<file path="config.mk">
export PLATFORM = sky130hd
export DESIGN_NAME = pipeline_hazard_ctrl
export DESIGN_NICKNAME = d
export VERILOG_FILES = /design/src/rtl/pipeline_hazard_ctrl_pkg.sv /design/src/rtl/pipeline_hazard_ctrl_sat_counter.sv /design/src/rtl/pipeline_hazard_ctrl.sv
export SDC_FILE = /design/constraint.sdc
export NUM_CORES = 1
export LEC_CHECK = 0
export BUFFER_PORTS_ARGS = -buffer_cell sky130_fd_sc_hd__buf_2
export CAP_MARGIN = 20
export CORE_UTILIZATION = 40
export CTS_CLUSTER_DIAMETER = 60
export CTS_CLUSTER_SIZE = 16
export DETAILED_ROUTE_END_ITERATION = 8
export SETUP_SLACK_MARGIN = 0.2
export SLEW_MARGIN = 10
export SYNTH_ARGS = -nofsm -noshare
export SYNTH_HDL_FRONTEND = slang
export SYNTH_HIERARCHICAL = 1
export SYNTH_SLANG_ARGS = --single-unit
</file>
<file path="constraint.sdc">
create_clock -name clk -period 5.3 [get_ports clk]
set_input_delay 0.795 -clock clk [delete_from_list [all_inputs] [get_ports clk]]
set_output_delay 0.795 -clock clk [all_outputs]
set_load 0.02 [all_outputs]
</file>
<file path="src/rtl/pipeline_hazard_ctrl_pkg.sv">
// Shared pipeline hazard definitions: FSM state encodings, event-priority
// indices and the control-bundle payload. Imported by the hazard and
// forwarding logic.
package pipeline_hazard_ctrl_pkg;

    localparam int unsigned STATE_W = 2;

    localparam logic [STATE_W-1:0] ST_RUN      = 2'd0;
    localparam logic [STATE_W-1:0] ST_LU_STALL = 2'd1;
    localparam logic [STATE_W-1:0] ST_MEM_WAIT = 2'd2;
    localparam logic [STATE_W-1:0] ST_REDIRECT = 2'd3;

    // Event vector bit positions; a higher index wins.
    localparam int unsigned EV_LOAD_USE = 0;
    localparam int unsigned EV_REDIRECT = 1;
    localparam int unsigned EV_DRAM     = 2;
    localparam int unsigned EV_W        = 3;

    typedef struct packed {
        logic pc_stall;
        logic if_id_stall;
        logic if_id_flush;
        logic id_exe_stall;
        logic id_exe_flush;
        logic exe_mem_stall;
        logic mem_wb_flush;
        logic pc_redirect_sel;
    } hazard_ctl_t;

    localparam int unsigned CTL_W = $bits(hazard_ctl_t);

    localparam hazard_ctl_t CTL_IDLE     = hazard_ctl_t'(8'b0000_0000);
    // Freeze PC..EXE/MEM and drain a bubble into MEM/WB.
    localparam hazard_ctl_t CTL_FREEZE   = hazard_ctl_t'(8'b1101_0110);
    // Take the EXE target and squash the two younger instructions.
    localparam hazard_ctl_t CTL_REDIRECT = hazard_ctl_t'(8'b0010_1001);
    // Hold IF and ID for one cycle and insert a bubble into EXE.
    localparam hazard_ctl_t CTL_LOAD_USE = hazard_ctl_t'(8'b1100_1000);

endpackage

</file>
<file path="src/rtl/pipeline_hazard_ctrl_sat_counter.sv">
// Saturating up-counter with synchronous clear taking precedence.
// Ports: clk, rst_n (async active-low), inc, clr, cnt[WIDTH-1:0].
module sat_counter #(
    parameter int unsigned WIDTH = 32
) (
    input  logic             clk,
    input  logic             rst_n,
    input  logic             inc,
    input  logic             clr,
    output logic [WIDTH-1:0] cnt
);

    always_ff @(posedge clk or negedge rst_n) begin
        if (!rst_n) begin
            cnt <= '0;
        end else if (clr) begin
            cnt <= '0;
        end else if (inc && !(&cnt)) begin
            cnt <= cnt + WIDTH'(1);
        end
    end

endmodule

</file>
<file path="src/rtl/pipeline_hazard_ctrl.sv">
// Pipeline hazard controller: Mealy stall/flush/redirect generation from the
// current state and live hazard inputs, with DRAM-wait timeout detection and
// saturating stall/flush performance counters.
// Ports: clk, rst_n; inputs load_use_stall_flag, exe_redirect, dram_busy,
// stat_clr; combinational control outputs (pc_stall .. pc_redirect_sel);
// registered ctrl_state, stall_cycles, flush_events, wait_timeout.
module pipeline_hazard_ctrl
    import pipeline_hazard_ctrl_pkg::*;
#(
    parameter int unsigned MAX_WAIT = 16,
    parameter int unsigned CNT_W    = 32
) (
    input  logic               clk,
    input  logic               rst_n,
    input  logic               load_use_stall_flag,
    input  logic               exe_redirect,
    input  logic               dram_busy,
    input  logic               stat_clr,
    output logic               pc_stall,
    output logic               if_id_stall,
    output logic               if_id_flush,
    output logic               id_exe_stall,
    output logic               id_exe_flush,
    output logic               exe_mem_stall,
    output logic               mem_wb_flush,
    output logic               pc_redirect_sel,
    output logic [STATE_W-1:0] ctrl_state,
    output logic [CNT_W-1:0]   stall_cycles,
    output logic [CNT_W-1:0]   flush_events,
    output logic               wait_timeout
);

    localparam int unsigned       WAIT_W   = $clog2(MAX_WAIT + 1);
    localparam logic [WAIT_W-1:0] WAIT_MAX = WAIT_W'(MAX_WAIT);

    logic [STATE_W-1:0] state;
    logic [STATE_W-1:0] state_nxt;
    logic [EV_W-1:0]    events;
    hazard_ctl_t        ctl;
    logic [WAIT_W-1:0]  wait_cnt;

    // State register.
    always_ff @(posedge clk or negedge rst_n) begin
        if (!rst_n) begin
            state <= ST_RUN;
        end else begin
            state <= state_nxt;
        end
    end

    // Next state and Mealy control outputs. Load-use is masked in LU_STALL
    // (one bubble per hazard) and REDIRECT (ID holds a squashed instruction).
    always_comb begin
        ctl       = CTL_IDLE;
        state_nxt = ST_RUN;
        events    = '0;

        events[EV_DRAM]     = dram_busy;
        events[EV_REDIRECT] = exe_redirect;
        events[EV_LOAD_USE] = load_use_stall_flag
                              && (state != ST_LU_STALL)
                              && (state != ST_REDIRECT);

        if (events[EV_DRAM]) begin
            ctl       = CTL_FREEZE;
            state_nxt = ST_MEM_WAIT;
        end else if (events[EV_REDIRECT]) begin
            ctl       = CTL_REDIRECT;
            state_nxt = ST_REDIRECT;
        end else if (events[EV_LOAD_USE]) begin
            ctl       = CTL_LOAD_USE;
            state_nxt = ST_LU_STALL;
        end
    end

    // DRAM wait length, saturating at MAX_WAIT and cleared when memory is ready.
    always_ff @(posedge clk or negedge rst_n) begin
        if (!rst_n) begin
            wait_cnt <= '0;
        end else if (!dram_busy) begin
            wait_cnt <= '0;
        end else if (wait_cnt != WAIT_MAX) begin
            wait_cnt <= wait_cnt + WAIT_W'(1);
        end
    end

    // Sticky timeout: sets on the edge where wait_cnt reaches MAX_WAIT.
    always_ff @(posedge clk or negedge rst_n) begin
        if (!rst_n) begin
            wait_timeout <= 1'b0;
        end else if (stat_clr) begin
            wait_timeout <= 1'b0;
        end else if (dram_busy && (wait_cnt >= WAIT_MAX - WAIT_W'(1))) begin
            wait_timeout <= 1'b1;
        end
    end

    sat_counter #(.WIDTH(CNT_W)) u_stall_cnt (
        .clk   (clk),
        .rst_n (rst_n),
        .inc   (ctl.pc_stall),
        .clr   (stat_clr),
        .cnt   (stall_cycles)
    );

    sat_counter #(.WIDTH(CNT_W)) u_flush_cnt (
        .clk   (clk),
        .rst_n (rst_n),
        .inc   (ctl.pc_redirect_sel),
        .clr   (stat_clr),
        .cnt   (flush_events)
    );

    assign pc_stall        = ctl.pc_stall;
    assign if_id_stall     = ctl.if_id_stall;
    assign if_id_flush     = ctl.if_id_flush;
    assign id_exe_stall    = ctl.id_exe_stall;
    assign id_exe_flush    = ctl.id_exe_flush;
    assign exe_mem_stall   = ctl.exe_mem_stall;
    assign mem_wb_flush    = ctl.mem_wb_flush;
    assign pc_redirect_sel = ctl.pc_redirect_sel;
    assign ctrl_state      = state;

endmodule

</file>
==> flow_summary.json, run 1 <==
{
  "status": "finished, final reports clean",
  "required_ns": 5.53,
  "r2r-start": "u_stall_cnt/cnt[2]",
  "ys_types": 57,
  "finalSetupTns_ns": 0,
  "arrival_ns": 2.77,
  "grt_usage_pct": 19.40,
  "dp_hpwl_um": 6945,
  "startpoint": "u_stall_cnt/cnt[2]",
  "whs_ns": 0.4730,
  "synth_area_mm2": 0.004151,
  "rsz0062_at_grt": "no",
  "intPower_uw": 838.3,
  "endpoint_kind": "register",
  "grt_pass1_vias": 3408,
  "path_class": "register to register",
  "cts.path.max_buffers": 2,
  "io_pins": 81,
  "die_y_um": 103.9,
  "dr.pass1.iters": 4,
  "fin_cells": 636,
  "wirelength_um": 10260,
  "std_cell_rows": 36,
  "fp.dieW_um": 103.9,
  "syn-num-nets": 442,
  "grt_overflow_total": 0,
  "antennaDiodeCount": 0,
  "dp.cells": 620,
  "p_clk_share_pct": 43.7,
  "cts_tree": "built",
  "root_buffer": "clkbuf_8",
  "p_seq_share_pct": 50.0,
  "die-area_mm2": 0.01079,
  "core_area_mm2": 0.009910,
  "grt_pass1_wl_um": 17290,
  "clk_pin_slew_ns": 0.08,
  "drtIter0Drc": 164,
  "synth-seq-cells": 72,
  "yosysSeqAreaShare_pct": 43.40,
  "combPwrFrac_pct": 6.4,
  "crit_fanout": 17,
  "drc": 0,
  "async_flop_share_pct": 100.0,
  "hold_buffers": 0,
  "syn_to_final_growth_pct": 15.43,
  "synth-edff-count": 0,
  "num_vias": 3710,
  "fin_nets": 509,
  "initial_core_util_pct": 41.89,
  "power_switching_share_pct": 25.40,
  "period_needed_ns": 2.537,
  "setup_viol": 0,
  "drv_slew": 0,
  "finalClockSkew_ns": 0.008146,
  "synthFlopType": "dfrtp_1",
  "yosys_warnings": 6,
  "clk_latency_ns": 0.35,
  "hold_class": "primary input to async pin",
  "wl_per_cell_um": 16.13,
  "synth_area_per_cell_um2": 9.632,
  "p_leak_uw": 0.002143,
  "clock_sinks": 72,
  "antenna_found_initial": 0,
  "p_switching_uw": 285.5,
  "drive_gt1_share_pct": 23.86,
  "fillers": 979,
  "htree_levels": 3,
  "cap_violations": 0,
  "ir_drop_uv": 101.9,
  "postCtsSetupRepairBufs": 0,
  "place.gp.congestion": 0.8149,
  "p_per_area_mw_per_mm2": 234.5,
  "fin_crit_sh_pct": 47.86,
  "cts_buffers": 9,
  "syn_inst": 431,
  "worst_pin_slew_ns": 0.6782,
  "startpoint_type": "register",
  "port_buffers": 80,
  "vias_per_cell": 5.833,
  "hold_viol": 0,
  "fmax_mhz": 394.2,
  "cts_resized": 0,
  "grt_max_degree": 46,
  "ant_nets": 0,
  "relSlewSlack_pct": 54.78
}
## path summary, 6_finish.rpt
check / slack, ns / cells after the start / to
min in group clk: 0.55 / 2 / wait_timeout
min: 0.47 / 1 / u_stall_cnt/cnt[6]
max: 2.76 / 5 / u_stall_cnt/cnt[25]
max reg2reg: 2.76 / 5 / u_stall_cnt/cnt[25]
min reg2reg: 0.55 / 2 / wait_timeout
max in group asynchronous: 3.79 / 2 / u_flush_cnt/cnt[4]
## synthesized netlist by cell type (all sizes together) (6+ instances only)
cell type | instances | share of area, %
a21oi | 38 | 4.6
and3 | 12 | 1.8
and4 | 14 | 3.1
buf | 14 | 2.9
clkbuf | 13 | 1.2
dfrtp | 72 | 43
inv | 14 | 1.3
nand2 | 35 | 3.2
nand3 | 19 | 2.3
nand4 | 14 | 3.7
nor2 | 27 | 2.4
nor4 | 10 | 1.9
o21ai | 18 | 2.2
o31ai | 17 | 3.1
o41ai | 6 | 1.7
or3 | 16 | 2.4
or4 | 22 | 4.1
xnor2 | 15 | 3.2
xor2 | 7 | 1.5
## logic make-up after synthesis
| logic type | Yosys count | share of synthesized area [%] |
|---|---|---|
| xor+xnor | 22 | 4.641 |
| fa+ha+maj | 5 | 1.507 |
| buf+inv | 41 | 5.334 |
| mux | 3 | 0.8739 |
| simple gates | 190 | 28.54 |
| compound gates | 98 | 15.70 |
| flops | 72 | 43.40 |
## routing by layer
layer / up-vias / part of all wire (%) / global-route usage (%) / wire length [um]
met5: - / 0 / 0 / 0
met4: 0 / 0.99 / 6.224 / 102
met3: 9 / 5.7 / 3.195 / 588
met2: 132 / 47 / 30.00 / 4788
met1: 1816 / 47 / 27.66 / 4781
li1: 1753 / - / - / -
## registers in the layout, indices dropped and copies added, names as in the netlist
| signal | count |
|---|---|
| u_flush_cnt/cnt | 32 |
| u_stall_cnt/cnt | 32 |
| wait_cnt | 5 |
| ctrl_state | 2 |
| wait_timeout | 1 |
## power groups by stage
stage / Combinational, uW / Sequential [uW] / Clock [uW]
6_report: 71.6 / 562 / 491
2_1_floorplan: 43.6 / 576 / 0
3_3_place_gp: 72.5 / 572 / 0
4_1_cts: 73.3 / 562 / 506
3_5_place_dp: 73.1 / 573 / 0
5_1_grt: 80.8 / 563 / 528
## placed cells by master (no fill, tap or decap), types with 3 or more instances in the layout
master,synthesis,final
xnor2_1,15,15
or3_1,16,16
buf_4,5,3
clkbuf_8,0,9
inv_1,14,14
dfrtp_1,72,72
nand2_1,35,35
o31ai_1,17,17
o41ai_1,5,5
nand3_1,19,19
o2111ai_1,4,4
and4_1,11,11
o21ai_1,4,4
xor2_1,7,7
nor4_1,9,9
clkinvlp_4,0,3
and2_1,5,5
and3_1,11,11
or4_1,21,21
nor2b_1,3,3
a21oi_1,38,38
or4b_1,4,4
nor2_1,27,27
o21ai_0,14,14
ha_1,5,5
nor3_1,3,3
buf_2,2,80
nand4_1,9,9
nand4_4,4,4
## area by class of cell
type / count / area, um^2 / area share (%)
multi-input combinational: 318 / 2128 / 44.41
sequential: 72 / 1802 / 37.60
timing repair buffer: 83 / 422.9 / 8.825
tap: 133 / 166.4 / 3.473
clock buffer: 9 / 123.9 / 2.585
clock inverter: 7 / 96.34 / 2.010
inverter: 14 / 52.55 / 1.097
## metrics by stage
| stage | setup slack, ns | utilization (%) | power, uW | instance area (um^2) |
|---|---|---|---|---|
| after floorplan | 2.698 | - | 620.0 | 4151 |
| after global placement | 2.687 | 46.14 | 644.9 | 4572 |
| after detailed placement | 2.587 | 46.14 | 645.8 | 4572 |
| after CTS | 2.921 | 48.36 | 1141 | 4792 |
| after global routing | 2.664 | 48.36 | 1172 | 4792 |
| final | 2.763 | 48.36 | 1124 | 4792 |
## worst max-delay path, stage by stage (launching register included)
cell and delay [ns]:
dfrtp_1 0.46, nand3_1 0.30, nor4_1 0.46, nand2_1 0.40, nor4_1 0.47, mux2_4 0.33
(Power assumes the default switching activity.)
==> run 2: changes to the inputs <==
==> constraint.sdc (replaced) <==
create_clock -name clk -period 2.15 [get_ports clk]
set_input_delay 0.3225 -clock clk [delete_from_list [all_inputs] [get_ports clk]]
set_output_delay 0.3225 -clock clk [all_outputs]
set_load 0.02 [all_outputs]
==> flow_summary.json, run 2 (synthesized netlist as in run 1, its figures left out) <==
{
  "status": "finished, final reports clean",
  "finalClockSkew_ns": 0.008111,
  "dr.pass1.iters": 4,
  "pre_cts_slack_ns": 0.06622,
  "required_ns": 2.42,
  "core_area_mm2": 0.009910,
  "ant_nets": 0,
  "fillers": 912,
  "setup_ws_ns": 0.1184,
  "antennaDiodeCount": 0,
  "root_buffer": "clkbuf_8",
  "std_cell_rows": 36,
  "totalPowerFinal_uw": 2725,
  "r2r_cells": 7,
  "relSlewSlack_pct": 50.64,
  "mostFrequentLayoutCells": "buf_2, buf_4, dfrtp_1, nand2_1, a21oi_1",
  "num_vias": 3995,
  "worst_path_dominant_cell_family": "compound AO/OA/AOI/OAI gates",
  "period_needed_ns": 2.032,
  "clk_pin_slew_ns": 0.08,
  "slowest_stage": "dfrtp_2",
  "grt_pass1_vias": 3714,
  "initial_core_util_pct": 41.89,
  "vias_per_cell": 5.603,
  "cts_buffers": 9,
  "cap_violations": 0,
  "worst_pin_slew_ns": 0.7404,
  "grt_max_degree": 40,
  "holdPathEnd": "ctrl_state[1]",
  "grt_overflow_total": 0,
  "dp.cells": 662,
  "cts.path.max_buffers": 2,
  "fin_crit_sh_pct": 94.49,
  "fin_cells": 713,
  "htree_levels": 3,
  "syn_to_final_growth_pct": 36.74,
  "reg.largest.list": "u_flush_cnt/cnt: 32 flops, u_stall_cnt/cnt: 32 flops, wait_cnt: 5 flops",
  "place.gp.congestion": 0.8324,
  "fp.dieW_um": 103.9,
  "r2r-start": "u_stall_cnt/cnt[4]",
  "drc": 0,
  "cts_tree": "built",
  "io_pins": 81,
  "drtIter0Drc": 149,
  "arrival_ns": 2.30,
  "hold_viol": 0,
  "worstHoldStart": "exe_redirect",
  "antenna_found_initial": 0,
  "port_buffers": 80,
  "slowest_delay_ns": 0.43,
  "die-area_mm2": 0.01079,
  "final_common_cell": "buf_2",
  "drv_slew": 0,
  "crit_fanout": 8,
  "ir_drop_uv": 232.5,
  "drive_gt1_share_pct": 45.34,
  "wirelength_um": 11580,
  "p_leak_uw": 0.002518,
  "path_class": "register to register",
  "endpoint_kind": "register",
  "p_per_area_mw_per_mm2": 480.0,
  "grt_usage_pct": 20.94,
  "startpoint_type": "register",
  "clk_latency_ns": 0.35,
  "dp_hpwl_um": 7544,
  "hold_class": "primary input to register",
  "setup_viol": 0,
  "crit_chain": "nand4_4 -> or2_4 -> o41ai_4 -> buf_4 -> clkbuf_16 -> o41ai_1 -> a21oi_1",
  "fin_nets": 586,
  "wl_per_cell_um": 16.24,
  "rsz0062_at_grt": "yes",
  "fmax_mhz": 492.2,
  "worstReg2RegEnd": "u_stall_cnt/cnt[27]",
  "finalSetupTns_ns": 0,
  "clock_sinks": 72,
  "ff2ff_setup_slack_ns": 0.12,
  "die_y_um": 103.9,
  "grt_pass1_wl_um": 18440,
  "crit_buf_inv": 2,
  "hold_path_depth": 2
}
run 2: cell count changes in the layout (fill, tap and decap cells not counted), sizes merged:
cell,delta
buf,+71
clkbuf,+9
a31o,+2
bufinv,-2
clkinv,-2
clkinvlp,-2
dlygate4sd3,+1
run 2: area by class of cell:
type	instances	area, um^2	share of cell area [%]
Multi-Input combinational cell	320	2365	41.66
Sequential cell	72	1836	32.33
Clock inverter	1	7.507	0.1322
Timing Repair Buffer	158	1054	18.56
Inverter	14	52.55	0.9257
Tap cell	133	166.4	2.931
Clock buffer	15	196.4	3.460
run 2: per-layer routing:
| metal | up-vias | GRT usage [%] | wire, um |
|---|---|---|---|
| met5 | - | 0 | 0 |
| met4 | 0 | 6.633 | 108 |
| met3 | 8 | 4.198 | 549 |
| met2 | 107 | 33.90 | 5525 |
| met1 | 1960 | 28.14 | 5397 |
| li1 | 1920 | - | - |
run 2: through the flow:
stage,cell area [um^2],hold WS (ns),util [%]
2_1_floorplan,4237,0.02691,-
3_3_place_gp,4992,0.3035,50.38
3_5_place_dp,4992,0.3079,50.38
4_1_cts,5265,0.1828,53.13
5_1_grt,5677,0.1872,57.29
6_report,5677,0.2039,57.29
run 2: report_power, final:
| group | switching (uW) | internal (uW) |
|---|---|---|
| logic | 156 | 95.9 |
| registers | 19.1 | 1370 |
| clock network | 506 | 579 |
| total | 681 | 2040 |
run 2: worst max path at each step:
stage | slack (ns) | cells past startpoint | from | endpoint
after CTS | 0.17 | 6 | u_stall_cnt/cnt[15] | u_stall_cnt/cnt[25]
after detailed placement | 0.07 | 6 | u_flush_cnt/cnt[0] | u_flush_cnt/cnt[25]
after floorplan | 0.05 | 8 | u_flush_cnt/cnt[10] | u_flush_cnt/cnt[17]
after global routing | 0.02 | 6 | u_stall_cnt/cnt[2] | u_stall_cnt/cnt[29]
after global placement | 0.1 | 6 | u_flush_cnt/cnt[0] | u_flush_cnt/cnt[27]
final | 0.12 | 7 | u_stall_cnt/cnt[4] | u_stall_cnt/cnt[27]
run 2: repair_timing:
| action | CTS | global route |
|---|---|---|
| resized for setup | 15 | 39 |
| cloned | 2 | 5 |
| hold buffers | 1 | 0 |
| buffers inserted | 1 | 26 |
| pin swaps | 3 | 15 |
| hold endpoints to repair | 33 | 0 |
| setup endpoints to repair | 29 | 38 |
